[src/rtl/trap_sequencer.sv]
`default_nettype none
// ============================================================================
// Module   : trap_sequencer
// Purpose  : Sequences trap entry (exception/interrupt) and trap return
//            (MRET/SRET) for the WB stage. A trap entry writes xEPC, xCAUSE,
//            xTVAL and mstatus one CSR per cycle, then redirects fetch to the
//            target trap vector. A trap return rewrites mstatus, then
//            redirects fetch to xEPC. The pipeline is stalled throughout.
// Ports    : clk, rst                 - clock, synchronous active-high reset
//            except_i, epc_i,
//            ecause_i, etval_i        - committed exception record from WB
//            mret_i, sret_i           - committed trap return in WB
//            priv_i                   - current privilege level
//            mstatus_i .. mideleg_i   - CSR read values
//            csr_we_o/waddr_o/wdata_o - single CSR write port
//            stall_o, flush_o         - pipeline freeze / kill
//            redirect_o/redirect_pc_o - fetch redirect
//            priv_we_o, priv_o        - privilege-register update
// Revision : 1.0 - initial release
// ============================================================================
module trap_sequencer (
  input  logic        clk,
  input  logic        rst,
  input  logic        except_i,
  input  logic [63:0] epc_i,
  input  logic [63:0] ecause_i,
  input  logic [63:0] etval_i,
  input  logic        mret_i,
  input  logic        sret_i,
  input  logic [1:0]  priv_i,
  input  logic [63:0] mstatus_i,
  input  logic [63:0] mtvec_i,
  input  logic [63:0] stvec_i,
  input  logic [63:0] mepc_i,
  input  logic [63:0] sepc_i,
  input  logic [63:0] medeleg_i,
  input  logic [63:0] mideleg_i,
  output logic        csr_we_o,
  output logic [11:0] csr_waddr_o,
  output logic [63:0] csr_wdata_o,
  output logic        stall_o,
  output logic        flush_o,
  output logic        redirect_o,
  output logic [63:0] redirect_pc_o,
  output logic        priv_we_o,
  output logic [1:0]  priv_o
);

  typedef enum logic [2:0] {
    IDLE     = 3'd0,
    W_EPC    = 3'd1,
    W_CAUSE  = 3'd2,
    W_TVAL   = 3'd3,
    W_STATUS = 3'd4,
    REDIRECT = 3'd5
  } state_e;

  localparam logic [1:0] KIND_EXC  = 2'd0;
  localparam logic [1:0] KIND_MRET = 2'd1;
  localparam logic [1:0] KIND_SRET = 2'd2;

  localparam logic [11:0] ADDR_MSTATUS = 12'h300;

  state_e      state_q, state_d;
  logic [1:0]  kind_q, kind_d;
  logic [63:0] epc_q, epc_d;
  logic [63:0] cause_q, cause_d;
  logic [63:0] tval_q, tval_d;
  logic [1:0]  priv_q, priv_d;       // privilege at trap entry
  logic        tgt_s_q, tgt_s_d;     // 1: trap handled in S-mode
  logic [1:0]  ret_priv_q, ret_priv_d; // privilege delivered on redirect

  logic        w_deleg;
  logic [63:0] w_status_new;
  logic        w_unused_tvec_mode;

  // Vectors are used in direct mode only; the MODE field is ignored.
  assign w_unused_tvec_mode = ^{mtvec_i[1:0], stvec_i[1:0]};

  // Delegation bit: interrupts consult mideleg, exceptions medeleg.
  assign w_deleg = ecause_i[63] ? mideleg_i[ecause_i[5:0]] : medeleg_i[ecause_i[5:0]];

  // New mstatus value, built from the live mstatus read in W_STATUS.
  always_comb begin
    w_status_new = mstatus_i;
    case (kind_q)
      KIND_EXC: begin
        if (tgt_s_q) begin
          w_status_new[5] = mstatus_i[1];
          w_status_new[1] = 1'b0;
          w_status_new[8] = priv_q[0];
        end else begin
          w_status_new[7]     = mstatus_i[3];
          w_status_new[3]     = 1'b0;
          w_status_new[12:11] = priv_q;
        end
      end
      KIND_MRET: begin
        w_status_new[3]     = mstatus_i[7];
        w_status_new[7]     = 1'b1;
        w_status_new[12:11] = 2'b00;
      end
      KIND_SRET: begin
        w_status_new[1] = mstatus_i[5];
        w_status_new[5] = 1'b1;
        w_status_new[8] = 1'b0;
      end
      default: w_status_new = mstatus_i;
    endcase
  end

  always_comb begin
    state_d       = state_q;
    kind_d        = kind_q;
    epc_d         = epc_q;
    cause_d       = cause_q;
    tval_d        = tval_q;
    priv_d        = priv_q;
    tgt_s_d       = tgt_s_q;
    ret_priv_d    = ret_priv_q;
    csr_we_o      = 1'b0;
    csr_waddr_o   = 12'h000;
    csr_wdata_o   = 64'h0;
    stall_o       = 1'b1;
    flush_o       = 1'b0;
    redirect_o    = 1'b0;
    redirect_pc_o = 64'h0;
    priv_we_o     = 1'b0;
    priv_o        = 2'b00;
    case (state_q)
      IDLE: begin
        stall_o = 1'b0;
        // Exception wins over a trap return presented in the same cycle.
        if (except_i) begin
          kind_d  = KIND_EXC;
          epc_d   = epc_i;
          cause_d = ecause_i;
          tval_d  = etval_i;
          priv_d  = priv_i;
          tgt_s_d = (priv_i != 2'b11) && w_deleg;
          state_d = W_EPC;
        end else if (mret_i) begin
          kind_d  = KIND_MRET;
          tgt_s_d = 1'b0;
          state_d = W_STATUS;
        end else if (sret_i) begin
          kind_d  = KIND_SRET;
          tgt_s_d = 1'b1;
          state_d = W_STATUS;
        end
      end
      W_EPC: begin
        csr_we_o    = 1'b1;
        csr_waddr_o = tgt_s_q ? 12'h141 : 12'h341;
        csr_wdata_o = epc_q;
        state_d     = W_CAUSE;
      end
      W_CAUSE: begin
        csr_we_o    = 1'b1;
        csr_waddr_o = tgt_s_q ? 12'h142 : 12'h342;
        csr_wdata_o = cause_q;
        state_d     = W_TVAL;
      end
      W_TVAL: begin
        csr_we_o    = 1'b1;
        csr_waddr_o = tgt_s_q ? 12'h143 : 12'h343;
        csr_wdata_o = tval_q;
        state_d     = W_STATUS;
      end
      W_STATUS: begin
        csr_we_o    = 1'b1;
        csr_waddr_o = ADDR_MSTATUS;
        csr_wdata_o = w_status_new;
        // Capture the return privilege now: mstatus is rewritten this cycle,
        // so the old MPP/SPP is no longer visible in REDIRECT.
        case (kind_q)
          KIND_MRET: ret_priv_d = mstatus_i[12:11];
          KIND_SRET: ret_priv_d = {1'b0, mstatus_i[8]};
          default:   ret_priv_d = tgt_s_q ? 2'b01 : 2'b11;
        endcase
        state_d = REDIRECT;
      end
      REDIRECT: begin
        redirect_o = 1'b1;
        flush_o    = 1'b1;
        priv_we_o  = 1'b1;
        priv_o     = ret_priv_q;
        case (kind_q)
          KIND_MRET: redirect_pc_o = mepc_i;
          KIND_SRET: redirect_pc_o = sepc_i;
          default:   redirect_pc_o = tgt_s_q ? {stvec_i[63:2], 2'b00}
                                             : {mtvec_i[63:2], 2'b00};
        endcase
        state_d = IDLE;
      end
      default: begin
        stall_o = 1'b0;
        state_d = IDLE;
      end
    endcase
  end

  always_ff @(posedge clk) begin
    if (rst) begin
      state_q    <= IDLE;
      kind_q     <= KIND_EXC;
      epc_q      <= 64'h0;
      cause_q    <= 64'h0;
      tval_q     <= 64'h0;
      priv_q     <= 2'b00;
      tgt_s_q    <= 1'b0;
      ret_priv_q <= 2'b00;
    end else begin
      state_q    <= state_d;
      kind_q     <= kind_d;
      epc_q      <= epc_d;
      cause_q    <= cause_d;
      tval_q     <= tval_d;
      priv_q     <= priv_d;
      tgt_s_q    <= tgt_s_d;
      ret_priv_q <= ret_priv_d;
    end
  end

endmodule
`default_nettype wire

[config.mk]
export PLATFORM = sky130hd
export DESIGN_NAME = trap_sequencer
export DESIGN_NICKNAME = d
export VERILOG_FILES = /design/src/rtl/trap_sequencer.sv
export SDC_FILE = /design/constraint.sdc
export NUM_CORES = 1
export LEC_CHECK = 0
export CAP_MARGIN = 20
export CORE_AREA = 2 2 306 308
export CTS_CLUSTER_SIZE = 16
export DETAILED_ROUTE_END_ITERATION = 7
export DIE_AREA = 0 0 308 310
export HOLD_SLACK_MARGIN = 0.15
export MAX_ROUTING_LAYER = met4
export SLEW_MARGIN = 10
export SYNTH_ARGS = -nofsm -noshare
export SYNTH_HDL_FRONTEND = slang
export SYNTH_SLANG_ARGS = --single-unit
[constraint.sdc]
create_clock -name clk -period 1.7 [get_ports clk]
set_input_delay 0.17 -clock clk [delete_from_list [all_inputs] [get_ports clk]]
set_output_delay 0.17 -clock clk [all_outputs]
set_load 0.02 [all_outputs]
==> flow_summary.ini <==
[cells_and_area]
drive_above_1_share = 0.299
final_cell_mix = 639 x clkdlybuf4s50_1, 423 x nand2_1, 197 x a21oi_1
fin_nets = 3336
layout_commonest_cell = clkdlybuf4s50_1
fill_cells = 9558
syn_to_final_growth_pct = 148
final_util = 0.315

[timing]
hold_viol = 0
fin_crit_ns = 2.49
tns_ns = -96.50
final_max_slew_viol_count = 0
timing.final.crit_share = 1.46
setup_slack_ns = -0.787
skew_ns = 0.0150
rsz0062_at_grt = yes
setup_viol = 322
max_freq_mhz = 402

[setup_path]
cp-start-kind = register
path_class = register to output pin
cp_max_fo = 6
arrival_ns = 2.32
cp-end-kind = output pin
critPathRequiredTime_ns = 1.53

[power]
clockPowerShare = 0.287
total_power_mw = 22.0
pwr-share-seq = 0.252
leakage_nw = 10.9
pwr-share-comb = 0.461
p_sw_mw = 7.60
power_switching_share = 0.345
power.density_nw_per_um2 = 757
vdd_drop_max_mv = 0.554
p_int_mw = 14.4

[global_route]
grt_max_degree = 74
overflow = 0
antenna_found_initial = 64
track_usage = 0.189
grt_pass1_wl_um = 124000
grt_pass1_vias = 16500

[detailed_routing]
first_pass_iters = 6
vias = 16800
antenna_left = 0
drc = 0
drt_iter0_drc = 1005
wirelength_um = 98400
routed_via_density = 4.27
wl_per_cell_um = 25.0

[synth]
synth_cell_types = 54
synth_seq_area_share = 0.344
synth_seq_cells = 202
syn_area_per_cell_um2 = 7.45
syn-cell-area_um2 = 11800
synthCells = 1579
ys.warnings.count = 0

[placement]
place_congestion = 1.04
dp_hpwl_um = 76000
port_buffers = 782

[run_status]
violations = negative setup slack
status = finished with violations

[floorplan]
start_util = 0.127
rows = 112
fp.coreArea_um2 = 92500
die_y_um = 310
die_area_um2 = 95500
fp.dieW_um = 308
ioPinCount = 794

[clocking]
insertion_delay_ns = 0.59
cts_made_buffers = 27
root_buffer = clkbuf_16
clock_path_buffers = 3
clkSinkCount = 202
clk_pin_slew_ns = 0.06
cts_tree = yes
h-tree-depth = 1

[worst_hold_path]
min_path_type = input pin to register

[flow_run]
drv_cap = 0
-- kinds of logic (layout without fill, tap and decap cells) --
family          after synthesis  in the layout  synth area share
xor+xnor                      2              2           0.00149
simple gates                633            634             0.212
other cells                   1             49          0.000319
buf+inv                     167           1284            0.0663
flops                       202            202             0.344
mux                         117            117             0.120
compound gates              452            452             0.251
fa+ha+maj                     5              5           0.00532
-- metal layers --
layer | routed length (um) | vias to the layer above | GRT usage
li1 | - | 7843 | -
met5 | 0 | - | -
met1 | 38400 | 8158 | 0.208
met3 | 6540 | 164 | 0.0432
met2 | 48900 | 664 | 0.333
met4 | 4590 | 0 | 0.0700
-- layout make-up --
type	instances	area (um2)	area share
repair buffers	1228	13400	0.459
multi-input cells	1217	9110	0.313
flip-flops and latches	202	4060	0.139
well taps	1197	1500	0.0514
clock buffers	36	739	0.0254
clock inverters	12	213	0.00730
diodes	42	105	0.00361
inverters	8	40.0	0.00137
-- final timing paths --
check	start	endpoint	slack, ns	depth (start not counted)
setup reg to reg	state_q[2]$_SDFFE_PP0P_	tval_q[53]$_SDFFE_PP0P_	-0.12	8
setup / recovery	kind_q[0]$_SDFFE_PP0P_	redirect_pc_o[28]	-0.79	8
hold reg to reg	cause_q[52]$_SDFFE_PP0P_	cause_q[52]$_SDFFE_PP0P_	0.45	2
hold / removal	ecause_i[44]	cause_q[44]$_SDFFE_PP0P_	0.18	3
-- through the flow --
step / cells / hold slack [ns] / cell area [um2] / setup slack, ns
final: 3942 / 0.183 / 29100 / -0.787
after detailed placement: 3583 / 0.446 / 23300 / -0.642
after CTS: 3817 / 0.151 / 26700 / -0.827
after floorplan: 1585 / 0.262 / 13000 / -0.0511
after global routing: 3938 / 0.172 / 29100 / -0.851
after global placement: 3583 / 0.441 / 23300 / -0.660
-- worst max-delay path, stage by stage (launching register included) --
cell and delay [ns]:
dfxtp_2 0.36, inv_4 0.06, ha_4 0.26, and2_4 0.22, buf_12 0.15, buf_8 0.13
a221oi_4 0.33, nor2_4 0.07, buf_12 0.14
-- state kept, by name, indices dropped and copies added, names as in the netlist --
signal,count
tval_q,64
cause_q,64
kind_q,2
tgt_s_q,1
priv_q,2
ret_priv_q,2
state_q,3
epc_q,64
-- power by group through the flow --
stage | sequential, mW | combinational (mW) | clock (mW)
2_1_floorplan | 5.48 | 3.71 | 0
3_3_place_gp | 5.60 | 7.80 | 0
3_5_place_dp | 5.61 | 7.81 | 0
4_1_cts | 5.51 | 8.66 | 6.50
5_1_grt | 5.60 | 10.7 | 6.63
6_report | 5.55 | 10.2 | 6.33
-- timing repair --
action | in CTS | in global routing
endpoints found under the hold margin | 169 | 0
pin swaps | 81 | 137
hold buffers | 158 | 0
endpoints found under the setup margin | 165 | 299
gates resized for setup | 595 | 402
setup buffers | 22 | 70
cloned | 7 | 19
-- Yosys cell counts (all sizes together) --
cell type / count / area (um2)
a32oi: 1 / 8.76
o21a: 1 / 7.51
a22o: 5 / 43.8
a2111oi: 1 / 8.76
xnor2: 2 / 17.5
or2: 2 / 12.5
a21o: 1 / 7.51
a221oi: 62 / 543
buf: 61 / 372
o41ai: 3 / 33.8
dfxtp: 202 / 4040
conb: 1 / 3.75
a22oi: 140 / 1050
and2: 7 / 43.8
nor3: 6 / 41.3
nor3b: 1 / 7.51
clkbuf: 98 / 378
ha: 5 / 62.6
nor2b: 5 / 31.3
o21ai: 9 / 45.0
inv: 8 / 30.0
o22ai: 16 / 100
nor2: 139 / 522
a21oi: 205 / 1030
nand3: 2 / 10.0
nand3b: 3 / 35.0
a211oi: 3 / 22.5
a221o: 2 / 20.0
or3b: 3 / 26.3
nor4: 1 / 6.26
nand2b: 3 / 18.8
or3: 2 / 12.5
nand4: 1 / 6.26
a311oi: 1 / 8.76
mux2i: 101 / 1010
and2b: 1 / 7.51
mux4: 16 / 398
nand2: 457 / 1720
o21bai: 1 / 7.51
a211o: 1 / 8.76
No activity file was read; power rests on OpenSTA's default activity.
